<file path="src/rtl/float_mul_seq.sv">
// Iterative IEEE-754 single-precision multiplier.
// A start pulse in idle latches the operands; a shift-add loop forms the 24x24 significand
// product one bit per cycle, then the product is normalised, rounded, packed and returned
// with a one-cycle done pulse. Latency is fixed at 26 edges after the accepting edge.
// Build option: define FLOAT_MUL_ROUND_NEAREST_EN for round-to-nearest-even; otherwise
// the mantissa is truncated (round toward zero) and no rounding logic is built.

module float_mul_seq #(
    parameter int unsigned XLEN      = 32,
    parameter int unsigned MUL_STEPS = 24
) (
    input  logic            clk,
    input  logic            rst_n,
    input  logic            start,
    input  logic [XLEN-1:0] a,
    input  logic [XLEN-1:0] b,
    output logic            busy,
    output logic            done,
    output logic [XLEN-1:0] result,
    output logic            overflow,
    output logic            underflow
);

    localparam int unsigned CntW = $clog2(MUL_STEPS + 1);

    typedef enum logic [2:0] {
        StIdle,
        StMul,
        StNorm,
        StPack,
        StDone
    } state_e;

    state_e            state_q, state_d;
    logic              sign_q, sign_d;
    logic [7:0]        ea_q, ea_d;
    logic [7:0]        eb_q, eb_d;
    logic [47:0]       mcand_q, mcand_d;
    logic [23:0]       mplier_q, mplier_d;
    logic [47:0]       prod_q, prod_d;
    logic [CntW-1:0]   cnt_q, cnt_d;
    logic [22:0]       mant_q, mant_d;
    logic              inc_q, inc_d;
    logic [XLEN-1:0]   result_q, result_d;
    logic              ovf_q, ovf_d;
    logic              unf_q, unf_d;
`ifdef FLOAT_MUL_ROUND_NEAREST_EN
    logic              guard_q, guard_d;
    logic              sticky_q, sticky_d;
`endif

    // Denormals are treated as zero, so their significand is forced to zero.
    logic [23:0] sig_a, sig_b;
    assign sig_a = (a[30:23] != 8'h00) ? {1'b1, a[22:0]} : 24'h0;
    assign sig_b = (b[30:23] != 8'h00) ? {1'b1, b[22:0]} : 24'h0;

    logic signed [9:0] exp_raw;
    logic signed [9:0] exp_rnd;
    logic [22:0]       mant_rnd;
    logic [XLEN-1:0]   pack_res;
    logic              pack_ovf;
    logic              pack_unf;
    logic              a_zero, b_zero, a_inf, b_inf;

    assign a_zero = (ea_q == 8'h00);
    assign b_zero = (eb_q == 8'h00);
    assign a_inf  = (ea_q == 8'hFF);
    assign b_inf  = (eb_q == 8'hFF);

    assign exp_raw = $signed({2'b00, ea_q}) + $signed({2'b00, eb_q}) - 10'sd127
                   + $signed({9'b0, inc_q});

`ifdef FLOAT_MUL_ROUND_NEAREST_EN
    logic        round_up;
    logic [23:0] mant_sum;
    assign round_up = guard_q & (sticky_q | mant_q[0]);
    assign mant_sum = {1'b0, mant_q} + {23'b0, round_up};
    // A carry out leaves the low 23 bits at zero, so only the exponent needs bumping.
    assign mant_rnd = mant_sum[22:0];
    assign exp_rnd  = exp_raw + $signed({9'b0, mant_sum[23]});
`else
    assign mant_rnd = mant_q;
    assign exp_rnd  = exp_raw;
`endif

    // Result packing: special operands first, then exponent range saturation.
    always_comb begin
        pack_res = {sign_q, exp_rnd[7:0], mant_rnd};
        pack_ovf = 1'b0;
        pack_unf = 1'b0;
        if ((a_inf && b_zero) || (b_inf && a_zero)) begin
            pack_res = 32'h7FC0_0000;
        end else if (a_inf || b_inf) begin
            pack_res = {sign_q, 8'hFF, 23'h0};
        end else if (a_zero || b_zero) begin
            pack_res = {sign_q, 31'h0};
        end else if (exp_rnd >= 10'sd255) begin
            pack_res = {sign_q, 8'hFF, 23'h0};
            pack_ovf = 1'b1;
        end else if (exp_rnd <= 10'sd0) begin
            pack_res = {sign_q, 31'h0};
            pack_unf = 1'b1;
        end
    end

    // Next-state and datapath update for each FSM phase.
    always_comb begin
        state_d  = state_q;
        sign_d   = sign_q;
        ea_d     = ea_q;
        eb_d     = eb_q;
        mcand_d  = mcand_q;
        mplier_d = mplier_q;
        prod_d   = prod_q;
        cnt_d    = cnt_q;
        mant_d   = mant_q;
        inc_d    = inc_q;
        result_d = result_q;
        ovf_d    = ovf_q;
        unf_d    = unf_q;
`ifdef FLOAT_MUL_ROUND_NEAREST_EN
        guard_d  = guard_q;
        sticky_d = sticky_q;
`endif
        unique case (state_q)
            StIdle: begin
                if (start) begin
                    state_d  = StMul;
                    sign_d   = a[31] ^ b[31];
                    ea_d     = a[30:23];
                    eb_d     = b[30:23];
                    mcand_d  = {24'h0, sig_a};
                    mplier_d = sig_b;
                    prod_d   = 48'h0;
                    cnt_d    = '0;
                    inc_d    = 1'b0;
                end
            end
            StMul: begin
                if (mplier_q[0]) begin
                    prod_d = prod_q + mcand_q;
                end
                mcand_d  = mcand_q << 1;
                mplier_d = mplier_q >> 1;
                cnt_d    = cnt_q + 1'b1;
                if (cnt_q == CntW'(MUL_STEPS - 1)) begin
                    state_d = StNorm;
                end
            end
            StNorm: begin
                state_d = StPack;
                if (prod_q[47]) begin
                    mant_d   = prod_q[46:24];
                    inc_d    = 1'b1;
`ifdef FLOAT_MUL_ROUND_NEAREST_EN
                    guard_d  = prod_q[23];
                    sticky_d = |prod_q[22:0];
`endif
                end else begin
                    mant_d   = prod_q[45:23];
                    inc_d    = 1'b0;
`ifdef FLOAT_MUL_ROUND_NEAREST_EN
                    guard_d  = prod_q[22];
                    sticky_d = |prod_q[21:0];
`endif
                end
            end
            StPack: begin
                state_d  = StDone;
                result_d = pack_res;
                ovf_d    = pack_ovf;
                unf_d    = pack_unf;
            end
            StDone: begin
                state_d = StIdle;
            end
            default: begin
                state_d = StIdle;
            end
        endcase
    end

    // State and datapath registers with asynchronous active-low reset.
    always_ff @(posedge clk or negedge rst_n) begin
        if (!rst_n) begin
            state_q  <= StIdle;
            sign_q   <= 1'b0;
            ea_q     <= 8'h0;
            eb_q     <= 8'h0;
            mcand_q  <= 48'h0;
            mplier_q <= 24'h0;
            prod_q   <= 48'h0;
            cnt_q    <= '0;
            mant_q   <= 23'h0;
            inc_q    <= 1'b0;
            result_q <= '0;
            ovf_q    <= 1'b0;
            unf_q    <= 1'b0;
`ifdef FLOAT_MUL_ROUND_NEAREST_EN
            guard_q  <= 1'b0;
            sticky_q <= 1'b0;
`endif
        end else begin
            state_q  <= state_d;
            sign_q   <= sign_d;
            ea_q     <= ea_d;
            eb_q     <= eb_d;
            mcand_q  <= mcand_d;
            mplier_q <= mplier_d;
            prod_q   <= prod_d;
            cnt_q    <= cnt_d;
            mant_q   <= mant_d;
            inc_q    <= inc_d;
            result_q <= result_d;
            ovf_q    <= ovf_d;
            unf_q    <= unf_d;
`ifdef FLOAT_MUL_ROUND_NEAREST_EN
            guard_q  <= guard_d;
            sticky_q <= sticky_d;
`endif
        end
    end

    assign busy      = (state_q != StIdle);
    assign done      = (state_q == StDone);
    assign result    = result_q;
    assign overflow  = ovf_q;
    assign underflow = unf_q;

endmodule

</file>
<file path="config.mk">
export PLATFORM = sky130hd
export DESIGN_NAME = float_mul_seq
export DESIGN_NICKNAME = d
export VERILOG_FILES = /design/src/rtl/float_mul_seq.sv
export SDC_FILE = /design/constraint.sdc
export NUM_CORES = 1
export LEC_CHECK = 0
export CORE_UTILIZATION = 38
export DETAILED_ROUTE_END_ITERATION = 10
export GPL_ROUTABILITY_DRIVEN = 0
export RECOVER_POWER = 25
export SKIP_CTS_REPAIR_TIMING = 1
export SYNTH_ARGS = -nofsm -noshare
export SYNTH_HDL_FRONTEND = slang
export SYNTH_SLANG_ARGS = --single-unit
</file>
<file path="constraint.sdc">
create_clock -name clk -period 3.3 [get_ports clk]
set_input_delay 0.99 -clock clk [delete_from_list [all_inputs] [get_ports clk]]
set_output_delay 0.99 -clock clk [all_outputs]
set_load 0.03 [all_outputs]
</file>
==> qor.csv, run 1 <==
metric;value;unit
die-width;177;um
synth_edf_count;0;
crit_path_start_kind;flop;
worstPathArrival;3.73;ns
cts_htree_levels;1;
cts_tree;yes;
hp-class;flop to flop;
grt_pass1_wl;48000;um
tightestPinTransition;1.94;ns
ys_seq_elements;203;
yosysTopAreaCellShare;43.5;%
synth_mux_area_share;2.15;%
synthArstFlopShare;100;%
ff2ff_path_depth;17;
synth_largest_area_cell;dfrtp_1;
mostFrequentLayoutCell;dfrtp_1;
synth.distinct_cells;82;
synth_compound_area_share;21.1;%
drt_first_iter_violations;565;
antenna_found_initial;0;
grt_max_degree;72;
crit_chain;inv_2 -> ha_4 -> inv_2 -> ha_4 -> fa_2 -> a21o_1 -> a21oi_2 -> buf_4 -> o21bai_2 -> a21oi_2 -> o21ai_2 -> xnor2_2 -> o41ai_4 -> buf_4 -> nor4b_4 -> buf_12 -> a22o_2;
r2r-start;ea_q[0];
pin_count;103;
r2r_setup_slack;0.04;ns
synth-simple-area-share;18.0;%
cts-root-buf;clkbuf_16;
start_util;38.9;%
final_cell_area;14000;um^2
ant_nets;0;
hpwl;19900;um
worstPathRequired;3.77;ns
die_area;31400;um^2
crit_start;ea_q[0];
slowest_delay;0.35;ns
ys_warn_count;0;
detail_route.wl_per_cell;16.6;um
synth_area_leaders;dfrtp_1 44%, ha_1 6.9%, nand2_1 5.9%;
cap_violations;1;
power;14.4;mW
synthFlopType;dfrtp_1;
finalWorstSetupSlack;0.0405;ns
synth_top_family_by_area;compound AO/OA/AOI/OAI gates;
vias;9529;
cts.path.max_buffers;3;
finalNetCount;1458;
die_h;177;um
finalClockSkew;0.0315;ns
grt_pass1_vias;9423;
cp-endpoint;result[0];
drt_first_pass_iters;5;
fin_crit_sh;98.8;%
diodes;0;
fmax;307;MHz
syn_area;11700;um^2
fp.coreArea;30000;um^2
report.final.slew_viol_count;71;
status;complete, but fails checks;
yosys.area_share.adder;7.21;%
crit_slowest_cell;dfrtp_1;
synth-xor-area-share;3.74;%
post-place-ws;-0.406;ns
wl;28700;um
vias_per_cell;5.50;
drc_errors;0;
violations;capacitance limit, slew limit;
portBuffers;102;
yosysSeqAreaShare;43.5;%
numCtsBuffers;24;
clock-sinks;203;
place_area;13100;um^2
hold_violations;0;
setup-violations-final;0;
avgSynthCellArea;9.47;um^2
irDropWorstVdd;0.000403;V
powerDensity;1020;nW/um^2
netlist_instances;1232;
cp_max_fo;11;
power.leakage;6.68;nW
final_cell_mix;203 x dfrtp_1, 183 x nand2_1, 101 x clkdlybuf4s50_1;
rows;63;
path_clk_slew;0.06;ns
worstReg2RegEnd;result[0];
path_class;flop to flop;
drive_above_1_share;9.92;%
slew_headroom;-29.4;%
rsz0062_at_grt;true;
min_period;3.26;ns
grt_usage;18.7;%
syn-num-nets;1365;
grt_overflow;0;
area_growth_syn_to_layout;20.4;%
endpoint_kind;flop;
clock_latency;0.53;ns
final cells by class:
class	instances	area, um^2
Fill cell	2828	15900
Multi-Input combinational cell	926	6220
Sequential cell	203	5080
Timing Repair Buffer	145	1360
Clock buffer	31	677
Tap cell	390	488
Clock inverter	11	126
Inverter	25	93.8
worst max-delay path, delay by kind of cell, from the launching register on:
kind	cells	cell delay (ns)
flip-flops	1	0.35
AO/OA/AOI/OAI	7	0.96
AND/OR/NAND/NOR	1	0.33
XOR/XNOR	1	0.25
buffers and inverters	5	0.56
adder cells (fa/ha/maj)	3	0.75
cell usage after synthesis, types with 4 or more instances:
cell type / n
dfrtp_1: 203
a21oi_2: 4
nor4_1: 11
a211o_1: 5
o21bai_1: 10
o21ai_0: 78
nand3_1: 38
o211ai_1: 4
inv_1: 25
a22o_1: 27
or3_1: 4
nand2b_1: 9
a211oi_1: 6
o21ai_1: 6
nor2_1: 58
nor3b_1: 6
nand4_1: 24
a221o_1: 46
nor3_1: 11
a31oi_1: 5
clkbuf_2: 4
a21oi_1: 89
and3_1: 55
mux2i_1: 25
buf_1: 7
xnor2_1: 28
nor2b_1: 6
clkbuf_8: 5
nand2_1: 184
xor2_1: 20
ha_1: 64
clkbuf_1: 54
a21o_1: 36
worst min path at each step:
stage / slack (ns) / to / depth (start not counted) / start
final: 0.48 / mplier_q[8] / 1 / mplier_q[9]
after floorplan: 0.45 / mplier_q[23] / 1 / mplier_q[23]
after global placement: 0.46 / mplier_q[23] / 1 / mplier_q[23]
after global routing: 0.49 / mplier_q[8] / 1 / mplier_q[9]
after CTS: 0.48 / mplier_q[8] / 1 / mplier_q[9]
after detailed placement: 0.47 / mplier_q[23] / 1 / mplier_q[23]
power by group:
part | internal, mW | leakage, nW | switching [mW] | total, mW
sequential | 3.41 | 2.64 | 0.775 | 4.19
combinational | 3.28 | 3.65 | 4.27 | 7.55
clock | 1.60 | 0.397 | 1.04 | 2.65
total | 8.29 | 6.68 | 6.09 | 14.4
metrics by stage:
stage,setup TNS (ns),cells,hold WS [ns],utilization [%]
after detailed placement,-8.37,1679,0.472,43.7
after floorplan,0,1232,0.450,-
after global placement,-6.41,1679,0.463,43.7
final,0,1731,0.479,46.9
after CTS,-8.62,1721,0.477,46.4
after global routing,-1.31,1731,0.495,46.9
state kept, by name (all words and copies together) (netlist names), 3 cells and up:
signal,flops
cnt_q,5
ea_q,8
eb_q,8
mant_q,23
mcand_q,48
mplier_q,24
prod_q,48
result,32
state_q,3
logic make-up after synthesis:
kind of cell,count (synthesis)
adder cells (fa/ha/maj),66
XOR/XNOR,49
multiplexers,25
AND/OR/NAND/NOR,431
flip-flops,203
AO/OA/AOI/OAI,354
buffers and inverters,104
routing by layer:
layer	vias to the layer above	global-route usage (%)	part of all wire [%]
li1	4697	-	-
met3	43	2.34	3.5
met2	175	29.9	45
met5	-	0	0
met4	0	4.02	2.2
met1	4614	26.7	49
Power figures use the tool's default switching activity.
==> run 2, diff against run 1 <==
--- a/config.mk
+++ b/config.mk
@@ -5,6 +5,7 @@
 export SDC_FILE = /design/constraint.sdc
 export NUM_CORES = 1
 export LEC_CHECK = 0
+export ABC_CLOCK_PERIOD_IN_PS = 3300
 export CORE_UTILIZATION = 38
 export DETAILED_ROUTE_END_ITERATION = 10
 export GPL_ROUTABILITY_DRIVEN = 0
==> results of run 2 <==
Final layout, timing and power as in run 1 (identical DEF).
